$ cat src/rtl/smart_cargo_tx_conteudo.sv
// UART 8N1 reporter of floor and elevator-content RAM slots, framed as header, one byte per slot, LF.
// Optional SMART_CARGO_TX_SKIP_EMPTY_EN: empty slots (tipo_objeto = 00) are fetched but not sent.
module smart_cargo_tx_conteudo #(
    parameter int SLOTS        = 4,
    parameter int ADDR_W       = 2,
    parameter int CLKS_PER_BIT = 5208
) (
    input  logic              clock,
    input  logic              reset,
    input  logic              iniciar,
    input  logic [1:0]        andar_atual,
    input  logic [1:0]        tipo_objeto,
    input  logic [1:0]        destino_objeto,
    output logic [ADDR_W-1:0] rd_addr,
    output logic              TX,
    output logic              ocupado,
    output logic              pronto,
    output logic [3:0]        db_estado
);

    typedef enum logic [3:0] {
        IDLE       = 4'd0,
        CABECALHO  = 4'd1,
        LEITURA    = 4'd2,
        CAPTURA    = 4'd3,
        SLOT       = 4'd4,
        PAUSA      = 4'd5,
        TERMINADOR = 4'd6,
        FIM        = 4'd7
    } estado_t;

    localparam int                BAUD_W    = (CLKS_PER_BIT > 1) ? $clog2(CLKS_PER_BIT) : 1;
    localparam logic [BAUD_W-1:0] BAUD_LAST = BAUD_W'(CLKS_PER_BIT - 1);
    localparam logic [ADDR_W-1:0] SLOT_LAST = ADDR_W'(SLOTS - 1);

    estado_t           state_q, state_d;
    logic [ADDR_W-1:0] slot_q, slot_d;
    logic [7:0]        shift_q, shift_d;
    logic [3:0]        bit_q, bit_d;
    logic [BAUD_W-1:0] baud_q, baud_d;
    logic              ativo_q, ativo_d;
    logic              tx_q, tx_d;
    logic              ocupado_q, ocupado_d;
    logic              pronto_q, pronto_d;

    logic              bit_fim;
    logic              lancar;
    logic              ultimo;
    logic              skip_slot;

`ifdef SMART_CARGO_TX_SKIP_EMPTY_EN
    assign skip_slot = (tipo_objeto == 2'b00);
`else
    assign skip_slot = 1'b0;
`endif

    assign bit_fim = ativo_q && (baud_q == BAUD_LAST) && (bit_q == 4'd9);
    assign ultimo  = (slot_q == SLOT_LAST);

    always_comb begin
        state_d   = state_q;
        slot_d    = slot_q;
        shift_d   = shift_q;
        bit_d     = bit_q;
        baud_d    = baud_q;
        ativo_d   = ativo_q;
        tx_d      = tx_q;
        ocupado_d = ocupado_q;
        pronto_d  = 1'b0;
        lancar    = 1'b0;

        // Bit engine: start bit, 8 data bits LSB first from shift_q, stop bit.
        if (ativo_q) begin
            if (baud_q == BAUD_LAST) begin
                baud_d = '0;
                if (bit_q == 4'd9) begin
                    ativo_d = 1'b0;
                    bit_d   = '0;
                    tx_d    = 1'b1;
                end else begin
                    bit_d = bit_q + 4'd1;
                    if (bit_q == 4'd8) begin
                        tx_d = 1'b1;
                    end else begin
                        tx_d    = shift_q[0];
                        shift_d = {1'b0, shift_q[7:1]};
                    end
                end
            end else begin
                baud_d = baud_q + BAUD_W'(1);
            end
        end

        case (state_q)
            IDLE: begin
                if (iniciar) begin
                    state_d = CABECALHO;
                    shift_d = {6'b010000, andar_atual};
                end
            end
            CABECALHO: begin
                if (!ativo_q) begin
                    lancar    = 1'b1;
                    ocupado_d = 1'b1;
                end else if (bit_fim) begin
                    state_d = LEITURA;
                end
            end
            LEITURA: state_d = CAPTURA;
            CAPTURA: begin
                // Slot bytes launch straight from the capture edge so the fetch pair is the whole gap.
                if (skip_slot) begin
                    state_d = ultimo ? PAUSA : LEITURA;
                    slot_d  = ultimo ? slot_q : slot_q + ADDR_W'(1);
                end else begin
                    state_d = SLOT;
                    shift_d = {4'h3, tipo_objeto, destino_objeto};
                    lancar  = 1'b1;
                end
            end
            SLOT: begin
                if (bit_fim) begin
                    state_d = ultimo ? PAUSA : LEITURA;
                    slot_d  = ultimo ? slot_q : slot_q + ADDR_W'(1);
                end
            end
            PAUSA: begin
                state_d = TERMINADOR;
                shift_d = 8'h0A;
            end
            TERMINADOR: begin
                if (!ativo_q) begin
                    lancar = 1'b1;
                end else if (bit_fim) begin
                    state_d   = FIM;
                    ocupado_d = 1'b0;
                    pronto_d  = 1'b1;
                end
            end
            FIM: begin
                state_d = IDLE;
                slot_d  = '0;
            end
            default: state_d = IDLE;
        endcase

        if (lancar) begin
            tx_d    = 1'b0;
            ativo_d = 1'b1;
            bit_d   = '0;
            baud_d  = '0;
        end
    end

    always_ff @(posedge clock) begin
        if (reset) begin
            state_q   <= IDLE;
            slot_q    <= '0;
            shift_q   <= '0;
            bit_q     <= '0;
            baud_q    <= '0;
            ativo_q   <= 1'b0;
            tx_q      <= 1'b1;
            ocupado_q <= 1'b0;
            pronto_q  <= 1'b0;
        end else begin
            state_q   <= state_d;
            slot_q    <= slot_d;
            shift_q   <= shift_d;
            bit_q     <= bit_d;
            baud_q    <= baud_d;
            ativo_q   <= ativo_d;
            tx_q      <= tx_d;
            ocupado_q <= ocupado_d;
            pronto_q  <= pronto_d;
        end
    end

    assign rd_addr   = slot_q;
    assign TX        = tx_q;
    assign ocupado   = ocupado_q;
    assign pronto    = pronto_q;
    assign db_estado = state_q;

endmodule

$ cat config.mk
export PLATFORM = sky130hd
export DESIGN_NAME = smart_cargo_tx_conteudo
export DESIGN_NICKNAME = d
export VERILOG_FILES = /design/src/rtl/smart_cargo_tx_conteudo.sv
export SDC_FILE = /design/constraint.sdc
export NUM_CORES = 1
export LEC_CHECK = 0
export BUFFER_PORTS_ARGS = -buffer_cell sky130_fd_sc_hd__buf_2
export CORE_MARGIN = 2
export CORE_UTILIZATION = 50
export CTS_BUF_LIST = sky130_fd_sc_hd__clkbuf_8
export CTS_CLUSTER_DIAMETER = 200
export CTS_CLUSTER_SIZE = 40
export DETAILED_ROUTE_END_ITERATION = 7
export HOLD_SLACK_MARGIN = 0.02
export PLACE_DENSITY = 0.75
export REMOVE_ABC_BUFFERS = 1
export SLEW_MARGIN = 20
export SYNTH_ARGS = -nofsm -noshare
export SYNTH_HDL_FRONTEND = slang
export SYNTH_SLANG_ARGS = --single-unit
$ cat constraint.sdc
create_clock -name clock -period 3.2 [get_ports clock]
set_input_delay 0.16 -clock clock [delete_from_list [all_inputs] [get_ports clock]]
set_output_delay 0.16 -clock clock [all_outputs]
set_load 0.02 [all_outputs]
---- After elaboration in Yosys (flattened, before gate mapping) ----
Index checks and enable logic that the tools add are counted.
operators by class
  eq/ne operators ......................... 19
  bitwise logic cells ..................... 2
  mux-type cells .......................... 35
  $add $sub $neg .......................... 3
  reductions and logical operators ........ 15
operators by type and width
  kind                   number
  $mux 8                 5
  $mux 4                 7
  $pmux 4 s7             1
  $pmux 8 s3             1
  $eq 4x3->1 const B     4
  $ne 2x2->1 const B     8
  $mux 1                 14
  $add 13x1->13 const B  1
  $eq 13x13->1 const B   1
  $mux 13                1
  $eq 4x2->1 const B     2
  $eq 4x4->1 const B     2
  $reduce_bool 2->1      4
  $reduce_and 6->1       1
  $add 4x1->4 const B    1
  $eq 4x1->1 const B     1
  $logic_not 4->1        1
  $mux 2                 2
  $pmux 1 s2             2
  $pmux 2 s2             1
  $reduce_and 2->1       2
  $reduce_and 4->1       1
  $reduce_or 2->1        2
  $mux 3                 1
  other kinds (6)        8
storage, ports and cells
  output and inout port bits .............. 9
  input bits .............................. 9
  flip-flop bits (word level) ............. 35
  logic and storage cells ................. 83

---- Longest topological paths before layout ----
  depth after elaboration ................. 7
  mapped depth ............................ 7
  depth with buffers taken out ............ 5

---- Worst setup path before layout ----
No wires, ideal clock.
  path kind ............................... flip-flop to flip-flop
  from .................................... register baud_q[0]
  to ...................................... register state_q[1], in the netlist db_estado[1]
  path buffers ............................ 0
  required time ........................... 3.097 ns
  period minus slack after synthesis ...... 1.778 ns
  setup slack ............................. 1.422 ns
  arrival time ............................ 1.675 ns
  library setup time ...................... 0.103 ns
  stages on the path, launching flop included .. 6
  cells stage by stage .................... dfxtp_1 ha_1 and4b_1 nand4_2 o311a_1 a2111oi_2
on the way
  cells in the longest elaborated chain, start to end .. 5
  elaborated cells on any way between the ends .. 7
  those cells by class .................... eq/ne: 4; reduce/logical: 3
RTL lines
  element                              line  RTL
  from (decl)                          40    logic [BAUD_W-1:0] baud_q, baud_d;
  from (signal assigned)               171   baud_q <= baud_d;
  $eq 13x13->1 *                       57    assign bit_fim = ativo_q && (baud_q == BAUD_LAST) && (bit_q == 4'd9);
  $logic_and 1x1->1 * (2 in a row)     57
  $ne 2x2->1 (no source line)          --
  $reduce_and 6->1 (no source line) *  --
  to (signal assigned)                 167   state_q <= state_d;
  to (decl)                            36    estado_t state_q, state_d;
Mark *: on every way between the ends. The rest lies on a longest branch, timed or not.
A chain may end at the register's enable or synchronous reset.

---- Worst setup path in the final report ----
  from .................................... register state_q[1], in the netlist db_estado[1]
  to ...................................... register shift_q[0]
on the way
  cells in the longest elaborated chain, start to end .. 2
  elaborated cells on any way between the ends .. 4
  those cells by class .................... eq/ne: 2; mux: 1; reduce/logical: 1
RTL lines
  element                             line  RTL
  $eq 4x3->1 (tied with other cells)  94    case (state_q)
  $pmux 8 s3 *                        94
  to (signal assigned)                169   shift_q <= shift_d;
  to (decl)                           38    logic [7:0] shift_q, shift_d;
Marked as above.

==> results.py <==
metrics = {
    "outcome": {
        "outcome": "complete, no violations",
    },
    "routing": {
        "dr_total_vias": 1561,
        "drc": 0,
        "routed_wl_microns": 3750,
        "wl_per_cell_microns": 13.8,
        "viasPerCell": 5.74,
        "drt-initial-drc-count": 151,
        "drtPass1Iterations": 4,
        "detail-route-antenna-nets": 0,
    },
    "floorplan": {
        "dieArea_sq_um": 4170,
        "core-area_sq_um": 3610,
        "die_h_microns": 64.6,
        "start_util_pct": 50.9,
        "ios": 18,
        "die_w_microns": 64.6,
        "rows": 22,
    },
    "cells_and_area": {
        "design_area_sq_um": 1990,
        "area_growth_pct": 8.73,
        "diodes": 0,
        "fin_nets": 234,
        "layout-drive-gt1-share_pct": 14.7,
    },
    "global_routing": {
        "antenna_found_initial": 0,
        "overflow": 0,
        "grt_first_pass_wirelength_microns": 6470,
        "grt_pass1_vias": 1351,
        "grt_max_degree": 20,
        "grtUsageTotal_pct": 20.0,
    },
    "yosys": {
        "yosysWarnings": 0,
        "syn-instance-count": 214,
        "synth-async-reset-ratio_pct": 0,
        "ys_seq_area_share_pct": 37.1,
        "synth_cell_types": 50,
        "synth.ff_latch_count": 34,
        "synth.cell_area_sq_um": 1830,
        "synth_edf_count": 0,
        "avgSynthCellArea_sq_um": 8.57,
        "synthFlopType": "dfxtp_1",
    },
    "cts": {
        "path_clk_slew_ns": 0.08,
        "post_cts_buffers": 0,
        "cts_tree": "yes",
        "cts_sinks": 34,
        "cts_max_level": 2,
        "cts_root_buf": "clkbuf_8",
        "numCtsBuffers": 5,
        "clockBufferDepth": 2,
        "post_cts_resized": 0,
        "clk_latency_ns": 0.29,
        "cts_hold_buf": 0,
    },
    "worst_setup_path": {
        "critPathCaptureType": "flop",
        "criticalPathCategory": "flop to flop",
        "worstPathRequired_ns": 3.39,
        "critPathLaunchType": "flop",
        "path_max_fanout": 19,
        "critPathArrivalTime_ns": 2.56,
    },
    "timing": {
        "fmax_mhz": 422,
        "finalMaxSlewViolations": 0,
        "skew_ns": 0.0112,
        "setup-tns-final_ns": 0,
        "setup_viol": 0,
        "max_slew.worst_pin.slew_ns": 0.976,
        "slew_headroom_pct": 34.8,
        "fin_crit_ns": 2.37,
        "min_period_over_period_pct": 74.1,
        "rsz0062_at_grt": "false",
        "hold_viol_final": 0,
    },
    "placed_design": {
        "hpwlAfterDp_microns": 2560,
        "postPlaceCellArea_sq_um": 1900,
        "io_buffers": 16,
        "place_congestion": 0.817,
    },
    "power_and_ir_drop": {
        "p_clk_share_pct": 38.3,
        "p_int_uw": 643,
        "swShare_pct": 26.2,
        "pwr-share-comb_pct": 9.0,
        "ir_worst_vdd_mv": 0.228,
        "power_leakage_nw": 0.682,
        "pwr_density_cell_nw_per_um2": 437,
        "switchingPower_uw": 228,
        "seqPwrFrac_pct": 52.7,
    },
    "min_path": {
        "worstHoldPathType": "input pin to flop",
    },
    "flow_run": {
        "cap_viol_max_count": 0,
    },
}
final cells by class:
class / instances / area [sq um]
inverters: 7 / 26.3
multi-input cells: 159 / 1050
clock buffers: 6 / 82.6
repair buffers: 16 / 80.1
flip-flops and latches: 34 / 681
clock inverters: 2 / 12.5
fillers: 320 / 1610
well taps: 48 / 60.1
power by group through the flow:
stage          Sequential, mW  Combinational (mW)  Clock (mW)
6_report                0.459              0.0782       0.334
3_3_place_gp            0.467              0.0774           0
3_5_place_dp            0.468              0.0784           0
4_1_cts                 0.458              0.0786       0.342
5_1_grt                 0.461              0.0872       0.363
2_1_floorplan           0.469              0.0485           0
path summary, 6_finish.rpt:
kind	from	endpoint	slack, ns	cells past startpoint
min reg2reg	shift_q[7]	shift_q[7]	0.43	2
max reg2reg	db_estado[1]	shift_q[0]	0.83	4
min	tipo_objeto[0]	shift_q[2]	0.14	3
max	db_estado[1]	shift_q[0]	0.83	4
cells in the final DEF (no fill, tap or decap), drive strengths merged, types with 3 or more instances in the layout:
cell type,Yosys,layout
a21oi,8,8
buf,9,16
clkbuf,5,6
dfxtp,34,34
inv,7,7
nand2,15,15
nand2b,3,3
nand3,6,6
nand3b,4,4
nand4,11,11
nor2,24,24
nor3,9,9
nor4,4,4
o211ai,6,6
o21ai,13,13
o21bai,3,3
or3,3,3
or4,3,3
xnor2,10,10
xor2,4,4
through the flow:
| step | total power, mW | utilization, % | cells | setup WS [ns] | hold slack, ns |
|---|---|---|---|---|---|
| 6_report | 0.871 | 55.3 | 272 | 0.828 | 0.135 |
| 5_1_grt | 0.911 | 55.3 | 272 | 0.543 | 0.172 |
| 4_1_cts | 0.878 | 55.3 | 272 | 0.876 | 0.133 |
| 3_5_place_dp | 0.546 | 52.7 | 264 | 0.900 | 0.423 |
| 3_3_place_gp | 0.545 | 52.7 | 264 | 0.958 | 0.428 |
| 2_1_floorplan | 0.518 | - | 200 | 1.11 | 0.229 |
synthesized netlist by cell type, types with 2 or more instances:
cell / instances / area share, %
nand4_1: 10 / 3.4
buf_2: 6 / 1.6
nand3_1: 6 / 1.6
clkbuf_1: 5 / 1.0
or3_1: 3 / 1.0
inv_1: 7 / 1.4
nand2_1: 15 / 3.1
buf_4: 2 / 0.82
and2_1: 2 / 0.68
or4_1: 3 / 1.2
nor2_1: 24 / 4.9
o21ai_0: 13 / 3.5
dfxtp_1: 34 / 37
and4_1: 2 / 0.96
nor4_1: 4 / 1.4
o311a_1: 2 / 1.1
a2111oi_2: 2 / 1.6
a21oi_1: 8 / 2.2
o21bai_1: 3 / 1.2
nand2b_1: 3 / 1.0
nor2b_1: 2 / 0.68
xor2_1: 4 / 1.9
o211ai_1: 6 / 2.5
nor3_1: 9 / 2.5
nand3b_1: 4 / 1.6
ha_1: 2 / 1.4
xnor2_1: 10 / 4.8
sequential cells by signal (all words and copies together) (netlist names):
| signal | count |
|---|---|
| rd_addr | 2 |
| pronto | 1 |
| ocupado | 1 |
| shift_q | 8 |
| ativo_q | 1 |
| TX | 1 |
| bit_q | 4 |
| db_estado | 3 |
| baud_q | 13 |
worst max-delay path: stages (launching register included):
cell and delay, ns:
dfxtp_1 0.71, and3b_1 0.27, a2111oi_2 0.83, nand2_1 0.18
o311ai_1 0.27
layer usage:
metal	global-route usage, %	vias up	share of wire, %
li1	-	794	-
met1	27.6	743	50
met2	29.3	16	45
met3	6.25	8	2.6
met4	7.45	0	2.0
met5	0	-	0
cell families after synthesis:
family	Yosys count	synth area share, %
and+or+nand+nor	99	32.4
AOI/OAI and AO/OA	42	16.1
DFF	34	37.1
buffers and inverters	21	5.53
xor gates and xnor gates	14	6.68
adders and majority gates	2	1.36
other	1	0.204
muxes	1	0.614
Note: power is estimated with default switching activity, not from simulation.
